==> src/rtl/reg_file_mp_if.sv <==
// Bus bundle for reg_file_mp: read ports, writeback ports and the issue strobe
// that marks a destination busy.
interface reg_file_mp_if #(
    parameter int XLEN   = 32,
    parameter int NREGS  = 32,
    parameter int NUM_RD = 2,
    parameter int NUM_WR = 1
);
    localparam int AW = (NREGS > 1) ? $clog2(NREGS) : 1;

    logic [NUM_RD-1:0]      rd_en;
    logic [NUM_RD*AW-1:0]   rd_addr;
    logic [NUM_RD*XLEN-1:0] rd_data;
    logic [NUM_RD-1:0]      rd_busy;
    logic [NUM_WR-1:0]      wr_en;
    logic [NUM_WR*AW-1:0]   wr_addr;
    logic [NUM_WR*XLEN-1:0] wr_data;
    logic                   iss_en;
    logic [AW-1:0]          iss_addr;

    modport master (
        output rd_en, rd_addr, wr_en, wr_addr, wr_data, iss_en, iss_addr,
        input  rd_data, rd_busy
    );

    modport slave (
        input  rd_en, rd_addr, wr_en, wr_addr, wr_data, iss_en, iss_addr,
        output rd_data, rd_busy
    );
endinterface

==> src/rtl/reg_file_mp.sv <==
// Multi-port integer register file with write-to-read bypass, optional
// registered read stage and a per-register busy scoreboard for RAW detection.
module reg_file_mp #(
    parameter int XLEN     = 32,
    parameter int NREGS    = 32,
    parameter int NUM_RD   = 2,
    parameter int NUM_WR   = 1,
    parameter int ZERO_REG = 1,
    parameter int BYPASS   = 1,
    parameter int REG_RD   = 0
) (
    input  logic          clk,
    input  logic          rst,
    reg_file_mp_if.slave  bus
);
    localparam int AW = (NREGS > 1) ? $clog2(NREGS) : 1;

    logic [XLEN-1:0]        regs [NREGS];
    logic [NREGS-1:0]       busy;
    logic [NREGS-1:0]       wr_hit;
    logic [NUM_RD*XLEN-1:0] rd_data_c;
    logic [NUM_RD-1:0]      rd_busy_c;

    // Out-of-range addresses never match any index, so they drop out naturally.
    always_comb begin
        wr_hit = '0;
        for (int r = 0; r < NREGS; r++) begin
            for (int w = 0; w < NUM_WR; w++) begin
                if (bus.wr_en[w] && bus.wr_addr[w*AW +: AW] == AW'(r)) begin
                    wr_hit[r] = 1'b1;
                end
            end
        end
    end

    always_ff @(posedge clk or posedge rst) begin
        if (rst) begin
            for (int r = 0; r < NREGS; r++) begin
                regs[r] <= '0;
            end
            busy <= '0;
        end else begin
            for (int r = 0; r < NREGS; r++) begin
                if (!(ZERO_REG != 0 && r == 0)) begin
                    // Later ports overwrite earlier ones, so the highest index wins.
                    for (int w = 0; w < NUM_WR; w++) begin
                        if (bus.wr_en[w] && bus.wr_addr[w*AW +: AW] == AW'(r)) begin
                            regs[r] <= bus.wr_data[w*XLEN +: XLEN];
                        end
                    end
                    if (bus.iss_en && bus.iss_addr == AW'(r)) begin
                        busy[r] <= 1'b1;
                    end else if (wr_hit[r]) begin
                        busy[r] <= 1'b0;
                    end
                end
            end
        end
    end

    always_comb begin
        rd_data_c = '0;
        rd_busy_c = '0;
        for (int p = 0; p < NUM_RD; p++) begin
            if (bus.rd_en[p]) begin
                for (int r = 0; r < NREGS; r++) begin
                    if (bus.rd_addr[p*AW +: AW] == AW'(r) && !(ZERO_REG != 0 && r == 0)) begin
                        rd_data_c[p*XLEN +: XLEN] = regs[r];
                        rd_busy_c[p]              = busy[r];
                        // A register written back this cycle reads the new value, not busy.
                        if (BYPASS != 0) begin
                            for (int w = 0; w < NUM_WR; w++) begin
                                if (bus.wr_en[w] && bus.wr_addr[w*AW +: AW] == AW'(r)) begin
                                    rd_data_c[p*XLEN +: XLEN] = bus.wr_data[w*XLEN +: XLEN];
                                    rd_busy_c[p]              = 1'b0;
                                end
                            end
                        end
                    end
                end
            end
        end
    end

    generate
        if (REG_RD != 0) begin : g_reg_rd
            always_ff @(posedge clk or posedge rst) begin
                if (rst) begin
                    bus.rd_data <= '0;
                    bus.rd_busy <= '0;
                end else begin
                    bus.rd_data <= rd_data_c;
                    bus.rd_busy <= rd_busy_c;
                end
            end
        end else begin : g_comb_rd
            assign bus.rd_data = rd_data_c;
            assign bus.rd_busy = rd_busy_c;
        end
    endgenerate
endmodule

==> src/flat_wrapper.sv <==
// flat-port wrapper written by rule: the top's interface ports become plain ports
module reg_file_mp_flat 
#(
    parameter int XLEN     = 32,
    parameter int NREGS    = 32,
    parameter int NUM_RD   = 2,
    parameter int NUM_WR   = 1,
    parameter int ZERO_REG = 1,
    parameter int BYPASS   = 1,
    parameter int REG_RD   = 0
)
  (clk, rst, bus_rd_en, bus_rd_addr, bus_wr_en, bus_wr_addr, bus_wr_data, bus_iss_en, bus_iss_addr, bus_rd_data, bus_rd_busy);
  reg_file_mp_if #(.XLEN(XLEN), .NREGS(NREGS), .NUM_RD(NUM_RD), .NUM_WR(NUM_WR)) bus_i ();
  input  logic clk;
  input  logic rst;
  input wire logic [$bits(bus_i.rd_en)-1:0] bus_rd_en;
  input wire logic [$bits(bus_i.rd_addr)-1:0] bus_rd_addr;
  input wire logic [$bits(bus_i.wr_en)-1:0] bus_wr_en;
  input wire logic [$bits(bus_i.wr_addr)-1:0] bus_wr_addr;
  input wire logic [$bits(bus_i.wr_data)-1:0] bus_wr_data;
  input wire logic [$bits(bus_i.iss_en)-1:0] bus_iss_en;
  input wire logic [$bits(bus_i.iss_addr)-1:0] bus_iss_addr;
  output wire logic [$bits(bus_i.rd_data)-1:0] bus_rd_data;
  output wire logic [$bits(bus_i.rd_busy)-1:0] bus_rd_busy;
  assign bus_i.rd_en = bus_rd_en;
  assign bus_i.rd_addr = bus_rd_addr;
  assign bus_i.wr_en = bus_wr_en;
  assign bus_i.wr_addr = bus_wr_addr;
  assign bus_i.wr_data = bus_wr_data;
  assign bus_i.iss_en = bus_iss_en;
  assign bus_i.iss_addr = bus_iss_addr;
  assign bus_rd_data = bus_i.rd_data;
  assign bus_rd_busy = bus_i.rd_busy;
  reg_file_mp #(.XLEN(XLEN), .NREGS(NREGS), .NUM_RD(NUM_RD), .NUM_WR(NUM_WR), .ZERO_REG(ZERO_REG), .BYPASS(BYPASS), .REG_RD(REG_RD)) u_core (.clk(clk), .rst(rst), .bus(bus_i));
endmodule
==> config.mk <==
export PLATFORM = sky130hd
export DESIGN_NAME = reg_file_mp_flat
export DESIGN_NICKNAME = d
export VERILOG_FILES = /design/src/rtl/reg_file_mp_if.sv /design/src/rtl/reg_file_mp.sv /design/src/flat_wrapper.sv
export SDC_FILE = /design/constraint.sdc
export NUM_CORES = 2
export LEC_CHECK = 0
export CAP_MARGIN = 40
export CORE_AREA = 2 2 487 296
export CTS_CLUSTER_DIAMETER = 100
export DETAILED_ROUTE_END_ITERATION = 12
export DIE_AREA = 0 0 489 298
export MAX_ROUTING_LAYER = met4
export SETUP_SLACK_MARGIN = 0.05
export SYNTH_ARGS = -nofsm -noshare
export SYNTH_HDL_FRONTEND = slang
export SYNTH_SLANG_ARGS = --single-unit
==> constraint.sdc <==
create_clock -name clk -period 67.1 [get_ports clk]
set_clock_uncertainty 0.15 [all_clocks]
set_input_delay 13.42 -clock clk [delete_from_list [all_inputs] [get_ports clk]]
set_output_delay 13.42 -clock clk [all_outputs]
set_load 0.05 [all_outputs]
After elaboration in Yosys (flattened, before gate mapping)
Cells that the tools add are included.
{ "op_classes": {"reduce_logical": 93, "eq_ne": 124, "muxes": 283} }
{ "ops": {"columns": ["cell", "count"], "rows": [
  ["two-way mux 32 bit", 95],
  ["== test 5 bit, second input constant", 64],
  ["two-way mux 1 bit", 188],
  ["== test 5 x 4 -> 1 bit, second input constant", 32],
  ["== test 5 x 3 -> 1 bit, second input constant", 16],
  ["logical AND 1 bit", 62],
  ["nonzero test 2 bit", 31],
  ["== test 5 x 2 -> 1 bit, second input constant", 8],
  ["== test 5 x 1 -> 1 bit, second input constant", 4]
]} }
{ "word_totals": {"regBits": 1023, "out_inout_bits": 66} }

Longest topological paths before layout
{ "depth": {"depth_word": 35, "ltp_mapped": 13, "mapped_depth_nobuf": 10} }

Least setup slack after synthesis
Ideal clock, no wire load.
{ "synth_timing": {"path_type": "input to output", "startpoint": "input bus_rd_addr[8]", "endpoint": "output bus_rd_data[49]", "path_stages": 9, "n_path_buf": 3, "required_time_ns": 53.530, "t_arrival_ns": 16.401, "setup_slack_ns": 37.129, "cell_sequence": "clkbuf_1 -> or3b_2 -> clkbuf_1 -> nor2_1 -> clkbuf_1 -> a221oi_1 -> a31oi_1 -> o21ai_0 -> a211oi_1"} }
{ "synth_between": {"elab_chain_len": 33} }
{ "synth_lines": {"columns": ["item", "line", "text"], "rows": [
  ["start, declared", "flat_wrapper.sv:17", "input wire logic [$bits(bus_i.rd_addr)-1:0] bus_rd_addr;"],
  ["== test 5 x 1 -> 1 bit", "reg_file_mp.sv:67", "if (bus.rd_addr[p*AW +: AW] == AW'(r) && !(ZERO_REG != 0 && r == 0)) begin"],
  ["two-way mux 32 bit (30 in a row)", "reg_file_mp.sv:67", null],
  ["two-way mux 32 bit (*)", "reg_file_mp.sv:67", null],
  ["two-way mux 32 bit (*)", "reg_file_mp.sv:65", "if (bus.rd_en[p]) begin"],
  ["end, declared", "flat_wrapper.sv:23", "output wire logic [$bits(bus_i.rd_data)-1:0] bus_rd_data;"]
]} }
Every way passes the cells marked *; elsewhere a longest branch is shown, timed or not.

Worst setup path in the final report
{ "layout_timing": {"startpoint": "input bus_rd_addr[0]", "endpoint": "output bus_rd_data[27]"} }
Same word-level chain as after synthesis.

==> impl_metrics.csv <==
group,metric,value,unit
routing,ant_nets,0,
timing,slew-limit-headroom,24.4,%
synth,seq_area_frac_synth,45.6,%
outcome,status,"complete, no violations",
global_routing,grtUsageTotal,43.7,%
final_layout,layout-area-overhead-vs-synth,14.4,%
synth,synthCells,6033,
place,port_buffers,123,
routing,vias_per_cell,6.97,
routing,firstDrtPassIters,7,
global_routing,grt_max_degree,152,
synth,yosysWarningCount,0,
global_routing,grt_pass1_vias,53500,
routing,met1_length,124000,um
cts,clkSinkCount,1023,
cts,cts_tree,"yes",
timing,fin_crit_sh,48.7,%
final_layout,final_common_cell,"dfrtp_1",
cts,clk_latency,0.73,ns
routing,routed_wl,318000,um
floorplanning,dieHeight,298,um
synth,synth-main-ff-cell,"dfrtp_1",
timing,period_needed,32.70,ns
worst_setup_path,critPathKind,"input port to output pin",
floorplanning,ioPinCount,124,
final_layout,drive_gt1_share,14.7,%
synth,ys_types,89,
floorplanning,die_area,146000,um^2
routing,post_drt_wl_per_cell,39.2,um
pwr,p_leak,0.0322,uW
timing,setup_viol,0,
place,globalplace.congestion,1.08,
floorplanning,start_util,39.8,%
flow_run,cap_violations,0,
timing,hold_viol,0,
worst_setup_path,critical_path_required,53.53,ns
pwr,power.density,28.5,nW/um^2
cts,clk_pin_slew,0.06,ns
cts,cts-root-buf,"clkbuf_16",
routing,wl_met2,121000,um
final_layout,final_area,64200,um^2
cts,clk_path_buf_depth,3,
cts,hold_buffers,0,
routing,top_layer,"met4",
cts,post_cts_buffers,0,
global_routing,grt_pass1_wl,433000,um
timing,tightestPinTransition,1.13,ns
routing,drt_first_iter_violations,11300,
global_routing,antenna_found_initial,20,
final_layout,finish.utilization,45.6,%
timing,finalMaxSlewViolations,0,
synth,synth_edf_count,0,
place,place_area,60500,um^2
worst_setup_path,critPathCaptureType,"output pin",
synth,synth_nets,6091,
cts,cts_resized,0,
cts,htree_levels,3,
routing,drc,0,
worst_hold_path,worstHoldPathType,"flop to flop",
routing,num_vias,56400,
synth,async_flop_share,100,%
global_routing,grt_overflow,0,
final_layout,mostFrequentLayoutCells,"dfrtp_1 (1023), nand2_1 (620), inv_1 (568), mux2i_1 (556), o21ai_0 (401)",
pwr,peakVddDrop,0.0182,mV
worst_setup_path,cp_max_fo,40,
worst_setup_path,critPathArrivalTime,19.13,ns
floorplanning,core_area,141000,um^2
synth,synth_seq_cells,1023,
synth,synth.avg_cell_area,9.31,um^2
place,hpwl,219000,um
timing,rsz0062_at_grt,"no",
worst_setup_path,worst_setup_path_start_kind,"input port",
synth,synthesis.area,56200,um^2
timing,clock.fmax,30.6,MHz
floorplanning,rows,107,
routing,wl_met3,56000,um
timing,finalSetupTns,0,ns
cts,cts_inserted_buffers,100,
floorplanning,die_w,489,um
final_layout,nets,6135,
logic make-up (layout without fill, tap and decap cells):
| family | after synthesis | after routing | share of synthesized area, % |
|---|---|---|---|
| mux | 851 | 851 | 15.9 |
| xor+xnor | 2 | 2 | 0.0312 |
| compound gates | 1773 | 1773 | 20.8 |
| other cells | 0 | 25 | 0 |
| flops | 1023 | 1023 | 45.6 |
| simple gates | 1300 | 1300 | 10.0 |
| buf+inv | 1084 | 1212 | 7.71 |
state kept, by name (all words and copies together) (netlist names):
register / cells
u_core.busy: 31
u_core.regs: 992
critical path, stage by stage:
cell	delay, ns
buf_4	0.32
buf_4	0.60
buf_4	0.62
and2_1	0.72
nand2_1	0.54
buf_4	0.40
o221ai_1	0.20
a21oi_1	0.07
a31oi_1	0.41
o221ai_1	0.21
a211oi_1	0.54
clkdlybuf4s50_1	0.92
metrics by stage:
step                      hold slack (ns)  instances  setup WS (ns)  power (uW)
after global placement              0.315       7848          34.24        1160
after detailed placement            0.325       7878          34.61        1180
after global routing                0.357       8087          34.40        1880
final                               0.344       8093          34.40        1830
after CTS                           0.339       8064          34.59        1800
after floorplan                     0.293       6033          24.74        1030
power by group:
part	switching [uW]	internal, uW	total (uW)
combinational	297	123	419
clock	277	364	641
sequential	32.9	734	767
synth_stat cells, types with 11 or more instances:
| cell type | count | area [um^2] |
|---|---|---|
| dfrtp_1 | 1023 | 25600 |
| nand2_1 | 634 | 2380 |
| inv_1 | 571 | 2140 |
| mux2i_1 | 556 | 5570 |
| o21ai_0 | 401 | 2010 |
| nor2_1 | 370 | 1390 |
| clkbuf_1 | 353 | 1330 |
| a21oi_1 | 350 | 1750 |
| mux2_2 | 292 | 3290 |
| o22ai_1 | 250 | 1560 |
| a221oi_1 | 113 | 990 |
| a22oi_1 | 105 | 788 |
| o221ai_1 | 101 | 885 |
| a211oi_1 | 78 | 586 |
| o211ai_1 | 78 | 586 |
| buf_2 | 76 | 380 |
| nand3_1 | 70 | 350 |
| nor3_1 | 56 | 280 |
| a31oi_1 | 42 | 263 |
| buf_1 | 41 | 154 |
| o2111ai_1 | 37 | 324 |
| nor4_1 | 35 | 219 |
| buf_4 | 34 | 255 |
| a221o_1 | 30 | 300 |
| a2111oi_0 | 25 | 219 |
| a211o_1 | 15 | 131 |
| nand4_1 | 15 | 93.8 |
| o2bb2ai_1 | 14 | 123 |
| a21o_1 | 12 | 90.1 |
| nand2_2 | 12 | 75.1 |
| nand2b_1 | 12 | 75.1 |
| o31ai_1 | 12 | 90.1 |
| and3_1 | 11 | 68.8 |
cell type report:
cell class | instances | area [um^2]
Antenna cell | 25 | 62.6
Timing Repair Buffer | 451 | 3940
Clock inverter | 43 | 568
Tap cell | 1907 | 2390
Inverter | 575 | 2170
Multi-Input combinational cell | 3926 | 26500
Clock buffer | 143 | 3030
Fill cell | 13700 | 76700
Sequential cell | 1023 | 25600
final timing paths:
check	from	to	slack [ns]	cells past startpoint
min reg2reg	u_core.regs[783]	u_core.regs[783]	0.34	2
min in group asynchronous	rst	u_core.regs[957]	13.03	2
min	u_core.regs[783]	u_core.regs[783]	0.34	2
max in group asynchronous	rst	u_core.regs[56]	50.49	9
max	bus_rd_addr[0]	bus_rd_data[27]	34.40	12
max reg2reg	u_core.regs[718]	u_core.regs[718]	65.77	2
layer usage:
| layer | vias up | global-route usage (%) |
|---|---|---|
| met5 | - | - |
| met2 | 5387 | 55.3 |
| met1 | 28100 | 58.9 |
| met3 | 1106 | 19.6 |
| met4 | 0 | 19.1 |
| li1 | 21800 | - |
(Power assumes the default switching activity.)
